## config.mk

```make
export PLATFORM = sky130hd
export DESIGN_NAME = buffer_id_ex_elastic
export DESIGN_NICKNAME = d
export VERILOG_FILES = /design/src/rtl/id_ex_pkg.sv /design/src/rtl/pipe_payload_reg.sv /design/src/rtl/buffer_id_ex_elastic.sv
export SDC_FILE = /design/constraint.sdc
export NUM_CORES = 1
export LEC_CHECK = 0
export CAP_MARGIN = 20
export CORE_MARGIN = 5
export CORE_UTILIZATION = 40
export CTS_CLUSTER_SIZE = 20
export DETAILED_ROUTE_END_ITERATION = 6
export GPL_ROUTABILITY_DRIVEN = 0
export PLACE_DENSITY = 0.69
export SYNTH_ARGS = -nofsm -noshare
export SYNTH_HDL_FRONTEND = slang
export SYNTH_HIERARCHICAL = 1
export SYNTH_SLANG_ARGS = --single-unit
```

## constraint.sdc

```tcl
create_clock -name clk -period 1.7 [get_ports clk]
set_input_delay 0.255 -clock clk [delete_from_list [all_inputs] [get_ports clk]]
set_output_delay 0.255 -clock clk [all_outputs]
set_load 0.05 [all_outputs]
```

## src/rtl/id_ex_pkg.sv

```systemverilog
// Shared types for the ID/EX elastic pipeline buffer: control bundle and buffer state.
package id_ex_pkg;

  localparam int CTRL_W = 11;

  typedef struct packed {
    logic       ALUSrc;
    logic       memWrite;
    logic       memRead;
    logic       memToReg;
    logic       regWrite;
    logic [1:0] ALUOp;
    logic [3:0] instructionALUCtr;
  } id_ex_ctrl_t;

  typedef enum logic [1:0] {
    EMPTY = 2'd0,
    HALF  = 2'd1,
    FULL  = 2'd2
  } buf_state_t;

endpackage

```

## src/rtl/pipe_payload_reg.sv

```systemverilog
// One payload slot of the elastic buffer: a load-enabled register with synchronous clear.
module pipe_payload_reg #(
  parameter int W = 8
) (
  input  logic         clk,
  input  logic         clear,
  input  logic         load,
  input  logic [W-1:0] d,
  output logic [W-1:0] q
);

  // Clear wins over load so a reset/flush never lets a same-cycle entry through.
  always_ff @(posedge clk) begin
    if (clear) begin
      q <= '0;
    end else if (load) begin
      q <= d;
    end
  end

endmodule

```

## src/rtl/buffer_id_ex_elastic.sv

```systemverilog
// ID/EX pipeline register as a two-entry skid buffer with flush and a saturating stall counter.
module buffer_id_ex_elastic
  import id_ex_pkg::*;
#(
  parameter int N     = 32,
  parameter int RA_W  = 5,
  parameter int CNT_W = 16
) (
  input  logic              clk,
  input  logic              rst,
  input  logic              flush,
  input  logic              in_valid,
  output logic              in_ready,
  input  id_ex_ctrl_t       ctrl_next,
  input  logic [RA_W-1:0]   writeReg_next,
  input  logic [RA_W-1:0]   readReg1_next,
  input  logic [RA_W-1:0]   readReg2_next,
  input  logic [N*2-1:0]    data1_next,
  input  logic [N*2-1:0]    data2_next,
  input  logic [N*2-1:0]    immGen_next,
  output logic              out_valid,
  input  logic              out_ready,
  output id_ex_ctrl_t       ctrl_actual,
  output logic [RA_W-1:0]   writeReg_actual,
  output logic [RA_W-1:0]   readReg1_actual,
  output logic [RA_W-1:0]   readReg2_actual,
  output logic [N*2-1:0]    data1_actual,
  output logic [N*2-1:0]    data2_actual,
  output logic [N*2-1:0]    immGen_actual,
  output logic [CNT_W-1:0]  stall_cnt
);

  localparam int PW = CTRL_W + 3 * RA_W + 6 * N;
  localparam logic [CNT_W-1:0] CNT_MAX = '1;

  buf_state_t    state;
  logic          accept;
  logic          consume;
  logic          main_load;
  logic          main_clr;
  logic          main_from_skid;
  logic          skid_load;
  logic          skid_clr;
  logic [PW-1:0] in_payload;
  logic [PW-1:0] main_d;
  logic [PW-1:0] main_q;
  logic [PW-1:0] skid_q;

  assign accept  = in_valid & in_ready;
  assign consume = out_valid & out_ready;

  assign in_payload = {ctrl_next, writeReg_next, readReg1_next, readReg2_next,
                       data1_next, data2_next, immGen_next};
  assign main_d = main_from_skid ? skid_q : in_payload;

  // Main is cleared whenever the buffer goes empty, so a bubble always shows zero control.
  assign {ctrl_actual, writeReg_actual, readReg1_actual, readReg2_actual,
          data1_actual, data2_actual, immGen_actual} = main_q;

  always_comb begin
    main_load      = 1'b0;
    main_clr       = 1'b0;
    main_from_skid = 1'b0;
    skid_load      = 1'b0;
    skid_clr       = 1'b0;
    if (rst || flush) begin
      main_clr = 1'b1;
      skid_clr = 1'b1;
    end else begin
      case (state)
        EMPTY: main_load = accept;
        HALF: begin
          if (accept && consume)       main_load = 1'b1;
          else if (accept)             skid_load = 1'b1;
          else if (consume)            main_clr  = 1'b1;
        end
        FULL: begin
          if (consume) begin
            main_load      = 1'b1;
            main_from_skid = 1'b1;
            skid_clr       = 1'b1;
          end
        end
        default: begin
          main_clr = 1'b1;
          skid_clr = 1'b1;
        end
      endcase
    end
  end

  // Handshake flags are registered alongside the state so in_ready never sees out_ready.
  always_ff @(posedge clk) begin
    if (rst || flush) begin
      state     <= EMPTY;
      in_ready  <= 1'b1;
      out_valid <= 1'b0;
    end else begin
      case (state)
        EMPTY: begin
          if (accept) begin
            state     <= HALF;
            out_valid <= 1'b1;
          end
        end
        HALF: begin
          if (accept && !consume) begin
            state    <= FULL;
            in_ready <= 1'b0;
          end else if (consume && !accept) begin
            state     <= EMPTY;
            out_valid <= 1'b0;
          end
        end
        FULL: begin
          if (consume) begin
            state    <= HALF;
            in_ready <= 1'b1;
          end
        end
        default: begin
          state     <= EMPTY;
          in_ready  <= 1'b1;
          out_valid <= 1'b0;
        end
      endcase
    end
  end

  always_ff @(posedge clk) begin
    if (rst) begin
      stall_cnt <= '0;
    end else if (out_valid && !out_ready && stall_cnt != CNT_MAX) begin
      stall_cnt <= stall_cnt + 1'b1;
    end
  end

  pipe_payload_reg #(.W(PW)) u_main (
    .clk   (clk),
    .clear (main_clr),
    .load  (main_load),
    .d     (main_d),
    .q     (main_q)
  );

  pipe_payload_reg #(.W(PW)) u_skid (
    .clk   (clk),
    .clear (skid_clr),
    .load  (skid_load),
    .d     (in_payload),
    .q     (skid_q)
  );

endmodule
```

Word level (Yosys, flattened, before mapping)
Index checks and enable logic that the tools add are counted.
{"block": "op_classes", "add_sub_neg": 1, "n_eq_ne": 9, "n_mux": 29, "bitwise": 4, "reduce_logical": 15}
{"cell": "$mux W218", "count": 1}
{"cell": "$mux W1", "count": 18}
{"cell": "$add A16 B1 Y16 const B", "count": 1}
{"cell": "$ne A16 B16 Y1 const B", "count": 1}
{"cell": "$ne A2 B2 Y1 const B", "count": 5}
{"cell": "$pmux W1 S3", "count": 3}
{"cell": "$mux W2", "count": 4}
{"cell": "$pmux W2 S3", "count": 1}
{"cell": "$reduce_and A3 Y1", "count": 2}
{"cell": "$logic_and A1 B1 Y1", "count": 5}
{"cell": "$pmux W1 S2", "count": 2}
{"cell": "$reduce_and A4 Y1", "count": 1}
{"cell": "$reduce_or A2 Y1", "count": 2}
{"cell": "$logic_not A1 Y1", "count": 3}
{"cell": "$ne A3 B3 Y1 const B", "count": 1}
{"cell": "$and A1 B1 Y1", "count": 2}
{"cell": "$eq A2 B1 Y1 const B", "count": 1}
{"cell": "$eq A2 B2 Y1 const B", "count": 1}
{"cell": "$logic_not A2 Y1", "count": 1}
{"cell": "$not A1 Y1", "count": 2}
{"cell": "$logic_or A1 B1 Y1", "count": 1}
{"block": "word_totals", "regBits": 456, "inputBits": 223, "elab_cells": 64}

Logic depth before layout (Yosys ltp)
Gate-level depths: netlist of the first run.
{"block": "depth", "depth_word": 6, "depth_mapped": 11, "ltp_nobuf": 8}

By module
The synthesis of the first run kept the hierarchy.
{"module": "pipe_payload_reg", "n_inst": 2, "cells_per_inst": 702, "area_each_um2": 7626.1, "seq_area_each_um2": 4364.2}
{"module": "buffer_id_ex_elastic", "n_inst": 1, "cells_per_inst": 383, "area_each_um2": 4237.8, "seq_area_each_um2": 400.4}

Worst setup path after synthesis of the first run
No wires, ideal clock.
{"block": "synth_path", "path_kind": "register -> register", "from": "reg out_valid", "to": "reg u_main.q[196]", "arrival_ps": 2165, "t_required_ps": 1572, "path_slack_ps": -593, "path_stages_with_launch": 12, "n_path_buf": 3, "cell_sequence": "dfxtp_1 > nand2_2 > inv_1 > ha_1 > nand2_1 > a21oi_1 > o21a_1 > buf_2 > buf_6 > buf_6 > mux2i_1 > nor2_1"}
{"block": "synth_between", "elab_cells_between_ends": 13, "classes_between": "mux: 11; bitwise: 1; reduce/logical: 1"}
{"item": "from (decl)", "line": "buffer_id_ex_elastic.sv:21", "source": "output logic out_valid,"}
{"item": "from (signal assigned)", "line": "buffer_id_ex_elastic.sv:97", "source": "out_valid <= 1'b0;"}
{"item": "from (signal assigned)", "line": "buffer_id_ex_elastic.sv:103", "source": "out_valid <= 1'b1;"}
{"item": "from (signal assigned)", "line": "buffer_id_ex_elastic.sv:112", "source": "out_valid <= 1'b0;"}
{"item": "$and A1 B1 Y1 (*)", "line": "buffer_id_ex_elastic.sv:50", "source": "assign consume = out_valid & out_ready;"}
{"item": "$logic_and A1 B1 Y1", "line": "buffer_id_ex_elastic.sv:73", "source": "if (accept && consume) main_load = 1'b1;"}
{"item": "$mux W1", "line": "buffer_id_ex_elastic.sv:73"}
{"item": "$pmux W1 S3 (*)", "line": "buffer_id_ex_elastic.sv:70", "source": "case (state)"}
{"item": "$mux W1 (*)", "line": "buffer_id_ex_elastic.sv:66", "source": "if (rst || flush) begin"}
{"item": "via main_load", "line": "buffer_id_ex_elastic.sv:39", "source": "logic main_load;"}
{"item": "to (signal assigned)", "line": "pipe_payload_reg.sv:15", "source": "q <= '0;"}
{"item": "to (signal assigned)", "line": "pipe_payload_reg.sv:17", "source": "q <= d;"}
{"item": "to (decl)", "line": "pipe_payload_reg.sv:9", "source": "output logic [W-1:0] q"}
Mark *: on every way through the listed nets, which the timed path passes. The rest lies on a longest branch.
A chain may end at the register's enable or synchronous reset.

Worst setup path after layout of the first run
{"block": "layout_path", "from": "reg in_ready", "to": "reg u_main.q[2]"}
{"block": "layout_between", "elab_chain_len": 5, "elab_cells_between_ends": 9, "classes_between": "mux: 7; bitwise: 1; reduce/logical: 1"}
{"item": "from (decl)", "line": "buffer_id_ex_elastic.sv:13", "source": "output logic in_ready,"}
{"item": "from (signal assigned)", "line": "buffer_id_ex_elastic.sv:96", "source": "in_ready <= 1'b1;"}
{"item": "from (signal assigned)", "line": "buffer_id_ex_elastic.sv:109", "source": "in_ready <= 1'b0;"}
{"item": "from (signal assigned)", "line": "buffer_id_ex_elastic.sv:118", "source": "in_ready <= 1'b1;"}
{"item": "$and A1 B1 Y1 (*)", "line": "buffer_id_ex_elastic.sv:49", "source": "assign accept = in_valid & in_ready;"}
{"item": "$logic_and A1 B1 Y1", "line": "buffer_id_ex_elastic.sv:73"}
{"item": "$mux W1", "line": "buffer_id_ex_elastic.sv:73"}
{"item": "$pmux W1 S3 (*)", "line": "buffer_id_ex_elastic.sv:70"}
{"item": "$mux W1 (*)", "line": "buffer_id_ex_elastic.sv:66"}
{"item": "via main_load", "line": "buffer_id_ex_elastic.sv:39"}
Marked as above.

==> results of run 1 <==
[cell type report]
class                   count  area (µm²)  share of cell area
diodes                      3        7.51            0.000262
clock buffers              76        1500              0.0524
inverters                   5        21.3            0.000743
repair buffers            649        7210               0.252
multi-input cells        1198        9810               0.342
well taps                 615         769              0.0269
flip-flops and latches    456        9170               0.320
clock inverters            15         156             0.00546
[worst paths after layout]
check,from,end,slack [ns],cells after the start
setup / recovery,in_ready$_SDFFE_PP1P_,u_main/q[2]$_SDFFE_PP0P_,-0.17,9
hold / removal,flush,state[1]$_SDFFE_PP0P_,0.26,2
hold reg to reg,u_skid/q[217]$_SDFFE_PP0P_,u_skid/q[217]$_SDFFE_PP0P_,0.49,2
setup reg to reg,in_ready$_SDFFE_PP1P_,u_main/q[2]$_SDFFE_PP0P_,-0.17,9
[per-stage QoR]
| step | hold WS, ns | instance area, µm² | cells |
|---|---|---|---|
| after floorplan | 0.334 | 19700 | 1787 |
| after global placement | 0.468 | 25200 | 2854 |
| after detailed placement | 0.478 | 25200 | 2854 |
| after CTS | 0.222 | 27900 | 2986 |
| after global routing | 0.265 | 28600 | 3017 |
| final | 0.258 | 28600 | 3017 |
[power breakdown]
group | leakage (nW) | internal [mW] | switching (mW)
clock | 0.822 | 6.52 | 4.41
sequential | 3.69 | 10.8 | 0.0608
combinational | 6.59 | 1.34 | 1.11
[layout by cell type, fill, tap and decap left out, types with 27 or more instances in the layout]
cell type	n
nor2_1	443
clkbuf_16	68
dfxtp_1	437
mux2_2	118
mux2i_2	27
clkdlybuf4s50_1	222
buf_4	293
buf_12	67
mux2i_1	406
mux2_4	100
[critical path: cells and delay by family (launching register included)]
family                     cells  cell delay [ns]
AOI/OAI and AO/OA              2             0.30
adders and majority gates      1             0.13
buffers and inverters          2             0.39
DFF                            1             0.34
muxes                          1             0.25
and+or+nand+nor                3             0.32
[per-layer routing]
| layer | routed length [µm] | part of all wire | up-vias | global-route usage |
|---|---|---|---|---|
| li1 | - | - | 7281 | - |
| met2 | 28300 | 0.47 | 510 | 0.341 |
| met4 | 1930 | 0.032 | 2 | 0.0737 |
| met5 | 12 | 0.00020 | - | 0 |
| met1 | 25000 | 0.42 | 7279 | 0.254 |
| met3 | 4410 | 0.074 | 101 | 0.0548 |
[flip-flops by register name (all words and copies together) (netlist names)]
name	flops
u_main/q	218
u_skid/q	218
stall_cnt	16
state	2
in_ready	1
out_valid	1
[kinds of logic (layout without fill, tap and decap cells)]
group                    after synthesis  after routing  synth area share
AO/OA/AOI/OAI                         36             36            0.0114
other                                  0              3                 0
XOR/XNOR                               1              1          0.000449
flip-flops                           456            456             0.468
AND/OR/NAND/NOR                      500            500             0.104
adder cells (fa/ha/maj)                5              5           0.00321
buffers and inverters                133            745            0.0420
multiplexers                         656            656             0.370
[repair_timing]
item,CTS,global route
pin swaps,4,29
endpoints found under the setup margin,427,438
buffers inserted,23,19
cloned,18,21
gates resized for setup,64,70
==> results.toml, run 1 <==
[outcome]
run_status = "finished with violations"
violations = "setup timing"

[logic_synthesis]
syn_area_per_cell_um2 = 10.9
syn_inst = 1787
synth.most_common_cell = "dfxtp_1"
synth_top_area_frac = 0.468
ys_ff_latch = 456
ys_seq_area_frac = 0.468
synthTopCellsByArea = "dfxtp_1 47%, mux2i_1 22%, nor2_1 8.6%"
synth_edf_count = 0
synth_top_cell_by_area = "dfxtp_1"
syn-num-nets = 2015
syn-cell-area_um2 = 19500
ys_warn_count = 6
synth.distinct_cells = 45
synth_flop_cell = "dfxtp_1"
synth.cells.most_frequent = "456 x dfxtp_1, 444 x nor2_1, 436 x mux2i_1"
async_flop_share = 0

[critical_path]
worstSetupPathType = "flip-flop to flip-flop"
endpoint_kind = "flip-flop"
crit_path_top_delay_cell = "dfxtp_4"
cp_data_required_time_ns = 2.17
crit_path_max_fanout = 21
max_stage_delay_ns = 0.34
worstPathCellList = "and2_4 -> ha_4 -> nand2_2 -> a21oi_2 -> o21a_4 -> buf_12 -> buf_12 -> mux2i_1 -> nor2_1"
arrival_ns = 2.33
cp_common_cell = "buf_12"
critical_path.startpoint_type = "flip-flop"

[clock_network]
clock_latency_ns = 0.58
cts_max_level = 2
root_buffer = "clkbuf_16"
cts-buffers-inserted = 50
clock-sinks = 456
cts_buffer_depth = 3
cts_tree = "done"
hold_buffers = 0
clk_pin_slew_worst_paths_ns = 0.06

[timing]
min_period_over_period = 1.10
hold_viol_final = 0
min_period_ns = 1.87
worst_slew_pin_slew_ns = 0.335
setup_viol = 367
rsz0062_at_grt = "yes"
slew_violations = 0
relSlewSlack = 0.775
fin_skew_ns = 0.0105
setup_slack_ns = -0.165
fmax_ghz = 0.536
setup_tns_ns = -23.51

[route]
routed_via_density = 5.03
num_vias = 15200
drc = 0
ant_nets = 0
firstDrtPassIters = 5
drtIter0Drc = 830
finalWirelength_mm = 59.6
wl_per_cell_um = 19.8

[floorplanning]
rows = 80
start_util = 0.406
pin_count = 459
core_um2 = 47900
die_y_um = 231
die-area_um2 = 53200
die_x_um = 231

[global_routing]
grt_usage = 0.204
antenna_found_initial = 4
grt_max_degree = 64
grt_pass1_vias = 15400
grt_pass1_wl_mm = 87.7
overflow = 0

[finish]
num-fill-cells = 3852
utilization = 0.597
nets = 2588
drive_gt1_frac = 0.332
area_delta_synth_final_pct = 46.9

[min_path]
worst_hold_path_type = "primary input to flip-flop"

[place]
io_buffers = 458
dp_slack_ns = -0.588
dp_hpwl_mm = 39.2

[pwr]
p_total_mw = 24.2
vdd_drop_max_mv = 0.789
powerDensity_nw_per_um2 = 845
p_leak_nw = 11.1

[job]
cap_viol_max_count = 0
Note: power is estimated with default switching activity, not from simulation.
==> run 2, diff against run 1 <==
PLACE_DENSITY = 0.66   (was 0.69)
SLEW_MARGIN = 20   (was not set)
clock period = 2.2 ns   (was 1.7 ns; I/O delays follow)
==> run 2 against run 1 <==
Effect of this change: clock-buffer cell count increased by 4; utilization decreased by 2.7 points; the run now ends clean; sequential power decreased by 22%; critical path depth decreased by 8; cell count decreased by 2.7%; final area decreased by 4.5%; hold slack improved by 0.13 ns.
==> results.toml, run 2 (same netlist as run 1, synthesis figures left out) <==
[floorplanning]
core_um2 = 47900
pin_count = 459
die-area_um2 = 53200
rows = 80
die_y_um = 231
start_util = 0.406
die_x_um = 231

[timing]
hold_viol_final = 0
slew_violations = 0
fin_skew_ns = 0.0106
fmax_ghz = 0.466
setup_viol = 0
worst_slew_pin_slew_ns = 0.603
min_period_ns = 2.14
relSlewSlack = 0.597
rsz0062_at_grt = "no"
min_period_over_period = 0.975

[finish]
area_delta_synth_final_pct = 40.3
top_regs = "u_main/q: 218 flops, u_skid/q: 218 flops, stall_cnt: 16 flops"
drive_gt1_frac = 0.182
final_cell_mix = "454 x dfxtp_1, 443 x nor2_1, 437 x clkdlybuf4s50_1, 436 x mux2i_1, 118 x mux2_2"
layout_commonest_cell = "dfxtp_1"
multi_input_comb_area_um2 = 9580
num-fill-cells = 4062
regArea_um2 = 9130
utilization = 0.570
nets = 2508
diodes = 0
postLayoutCellArea_um2 = 27300

[critical_path]
endpoint_kind = "output pin"
arrival_ns = 1.81
cp_top_family = "buffers and inverters"
worstSetupPathType = "flip-flop to output pin"
cp.buffers_inverters = 1
crit_path_top_delay_cell = "clkdlybuf4s50_1"
crit_path_max_fanout = 2
worstPathCellList = "clkdlybuf4s50_1"
max_stage_delay_ns = 0.84
cp_data_required_time_ns = 1.87
critical_path.startpoint_type = "flip-flop"

[place]
dpl_cell_area_um2 = 25700
io_buffers = 458
dp_hpwl_mm = 39.2

[clock_network]
cts_buffer_depth = 3
cts_max_level = 2
clock-sinks = 456
clk_pin_slew_worst_paths_ns = 0.06
root_buffer = "clkbuf_16"
clock_latency_ns = 0.58
cts_tree = "done"
cts-buffers-inserted = 50
cts_setup_buffers = 0

[global_routing]
overflow = 0
grt_max_degree = 43
grt_pass1_vias = 14900
antenna_found_initial = 2
grt_pass1_wl_mm = 84.5
grt_usage = 0.195

[pwr]
powerDensity_nw_per_um2 = 684
switchingPower_mw = 4.20
p_seq_frac = 0.448
p_total_mw = 18.7
p_int_mw = 14.5
vdd_drop_max_mv = 0.663
clkPwrFrac = 0.458
switching_share = 0.225
p_comb_frac = 0.094
p_leak_nw = 10.0

[route]
wl_per_cell_um = 18.4
routed_via_density = 4.95
firstDrtPassIters = 5
ant_nets = 0
finalWirelength_mm = 54.1
num_vias = 14500
drtIter0Drc = 622
drc = 0

[outcome]
run_status = "finished, final reports clean"

[min_path]
worst_hold_path_type = "primary input to flip-flop"

[job]
cap_viol_max_count = 0
==> run 2: worst paths after layout <==
path | slack (ns) | cells past startpoint | from | to
max | 0.06 | 1 | u_main/q[5]$_SDFFE_PP0P_ | immGen_actual[5]
min | 0.39 | 3 | immGen_next[29] | u_skid/q[29]$_SDFFE_PP0P_
min reg2reg | 0.49 | 2 | u_skid/q[83]$_SDFFE_PP0P_ | u_skid/q[83]$_SDFFE_PP0P_
max reg2reg | 0.16 | 9 | in_ready$_SDFFE_PP1P_ | u_main/q[28]$_SDFFE_PP0P_
==> run 2: repair_timing <==
item | 4_1_cts | 5_1_grt
hold buffers | 0 | 0
hold endpoints to repair | 0 | 0
gates resized for setup | 19 | 2
pin swaps | 0 | 0
endpoints found under the setup margin | 19 | 2
==> run 2: worst reg2reg max path: stages (launching register included) <==
cell and delay [ns]:
dfxtp_2 0.37, and2_1 0.23, ha_1 0.17, nand2_1 0.05, a21oi_1 0.22, o21a_4 0.18, buf_12 0.16, buf_12 0.21
mux2i_1 0.27, nor2_1 0.07
==> run 2: area by class of cell <==
cell class / instances / share of cell area
multi-input combinational: 1198 / 0.350
sequential: 456 / 0.334
timing repair buffer: 569 / 0.224
clock buffer: 80 / 0.0573
tap: 615 / 0.0281
clock inverter: 12 / 0.00508
inverter: 5 / 0.000686
==> run 2: power by group through the flow <==
stage | logic, mW | clock network, mW | registers (mW)
finish | 1.76 | 8.56 | 8.37
global route | 1.87 | 9.19 | 8.38
detailed placement | 1.77 | 0 | 8.55
CTS | 1.78 | 8.84 | 8.37
floorplan | 0.686 | 0 | 8.73
global placement | 1.75 | 0 | 8.55
==> run 2: stage by stage <==
stage	cells	hold slack, ns	TNS [ns]	setup WS [ns]
after floorplan	1787	0.409	0	0.138
after global placement	2843	0.468	-66.83	-0.233
after detailed placement	2843	0.480	-88.18	-0.322
after CTS	2935	0.339	0	0.00220
after global routing	2935	0.380	0	0.00494
final	2935	0.390	0	0.0556
==> run 2: layer usage <==
metal  track usage  wire length [µm]
met1         0.245             23500
met2         0.328             25600
met3        0.0553              3820
met4        0.0544              1200
met5             0                13
==> run 3, diff against run 2 <==
CORE_UTILIZATION = 54   (was 40)
PLACE_DENSITY = 0.86   (was 0.66)
clock period = 2.7 ns   (was 2.2 ns; I/O delays follow)
==> run 3 against run 2 <==
Effect of this change: sequential power decreased by 19%; via count is 2.3% higher; first-iteration DRC count is 19% higher; routed wire length increased by 1.2%; sequential cell count did not move.
==> results.toml, run 3 (same netlist as run 1, synthesis figures left out) <==
[clock_network]
cts_resized = 0
clock_latency_ns = 0.56
cts_tree = "done"
clk_pin_slew_worst_paths_ns = 0.06
cts_buffer_depth = 3
root_buffer = "clkbuf_16"
cts_max_level = 2
cts-buffers-inserted = 47
clock-sinks = 456
hold_buffers = 0
cts_setup_buffers = 0

[floorplanning]
core_um2 = 35600
pin_count = 459
start_util = 0.548
die_y_um = 200
rows = 69
die_x_um = 200
die-area_um2 = 40000

[finish]
area_delta_synth_final_pct = 34.8
drive_gt1_frac = 0.156
multi_input_comb_area_um2 = 9580
utilization = 0.739
layout_commonest_cell = "clkdlybuf4s50_1"
final_cell_mix = "458 x clkdlybuf4s50_1, 456 x dfxtp_1, 443 x nor2_1, 436 x mux2i_1, 118 x mux2_2"
top_regs = "u_main/q: 218 flops, u_skid/q: 218 flops, stall_cnt: 16 flops"
nets = 2444
num-fill-cells = 2265
regArea_um2 = 9130

[timing]
min_period_ns = 2.39
fmax_ghz = 0.418
min_period_over_period = 0.887
worst_slew_pin_slew_ns = 0.678
slew_violations = 0
rsz0062_at_grt = "no"
setup_viol = 0
setup_tns_ns = 0
relSlewSlack = 0.546
hold_viol_final = 0
fin_skew_ns = 0.0200

[critical_path]
critical_path.startpoint_type = "flip-flop"
r2r_cells = 10
crit_path_max_fanout = 9
endpoint_kind = "output pin"
crit_path_top_delay_cell = "clkdlybuf4s50_1"
r2r_slack_ns = 0.44
arrival_ns = 1.99
cp.buffers_inverters = 1
worstPathCellList = "clkdlybuf4s50_1"
crit_cells = 1
max_stage_delay_ns = 0.93
cp_top_family = "buffers and inverters"
cp_data_required_time_ns = 2.30
worstSetupPathType = "flip-flop to output pin"

[global_routing]
grt_pass1_wl_mm = 84.0
grt_usage = 0.259
grt_pass1_vias = 15600
overflow = 0
grt_max_degree = 84
antenna_found_initial = 9

[pwr]
powerDensity_nw_per_um2 = 555
vdd_drop_max_mv = 0.513
p_leak_nw = 9.37
p_comb_frac = 0.094
p_int_mw = 11.3
switching_share = 0.225
p_total_mw = 14.6
clkPwrFrac = 0.438
switchingPower_mw = 3.29
p_seq_frac = 0.468

[route]
firstDrtPassIters = 5
finalWirelength_mm = 54.8
routed_via_density = 5.47
num_vias = 14900
drc = 0
ant_nets = 0
drtIter0Drc = 739
wl_per_cell_um = 20.1

[min_path]
worst_hold_path_type = "primary input to flip-flop"
hold_depth = 2

[place]
dp_hpwl_mm = 37.4
io_buffers = 458

[job]
cap_viol_max_count = 0

[outcome]
run_status = "finished, final reports clean"
-- run 3: cell count changes in the layout (fill, tap and decap cells not counted), moves of 3 or more --
| cell | previous run | this run |
|---|---|---|
| clkdlybuf4s50_1 | 437 | 458 |
| clkbuf_16 | 53 | 49 |
| dlygate4sd2_1 | 19 | 0 |
| buf_12 | 59 | 36 |
| clkinv_2 | 8 | 5 |
| diode_2 | 0 | 7 |
| buf_4 | 52 | 14 |
-- run 3: path summary, 6_finish.rpt --
kind / start / to
worst min-delay path: flush / state[1]$_SDFFE_PP0P_
worst max register to register: out_valid$_SDFFE_PP0P_ / u_main/q[195]$_SDFFE_PP0P_
worst min register to register: u_skid/q[65]$_SDFFE_PP0P_ / u_skid/q[65]$_SDFFE_PP0P_
worst max-delay path: stall_cnt[6]$_SDFFE_PP0P_ / stall_cnt[6]
-- run 3: cell type report --
cell class / instances / share of cell area
clock inverter: 8 / 0.00267
antenna: 7 / 0.000667
multi-input combinational: 1198 / 0.365
timing repair buffer: 508 / 0.206
inverter: 5 / 0.000714
clock buffer: 75 / 0.0557
sequential: 456 / 0.348
tap: 461 / 0.0220
-- run 3: per-stage QoR --
stage               setup slack, ns  cell area (µm²)  cells  hold slack [ns]
floorplan                     0.407            19500   1787            0.456
global placement              0.153            24700   2628            0.468
detailed placement           0.0257            24700   2628            0.481
CTS                           0.291            26300   2711            0.406
global route                  0.249            26300   2717            0.442
finish                        0.305            26300   2718            0.435
-- run 3: power by group through the flow --
stage	combinational, mW	sequential, mW	clock, mW
2_1_floorplan	0.559	7.12	0
3_3_place_gp	1.33	6.97	0
3_5_place_dp	1.36	6.97	0
4_1_cts	1.37	6.82	6.51
5_1_grt	1.44	6.82	6.77
6_report	1.37	6.82	6.39
-- run 3: layer usage --
metal / share of wire / global-route usage
met1: 0.39 / 0.316
met2: 0.49 / 0.440
met3: 0.077 / 0.0599
met4: 0.040 / 0.110
met5: 0.00051 / 0
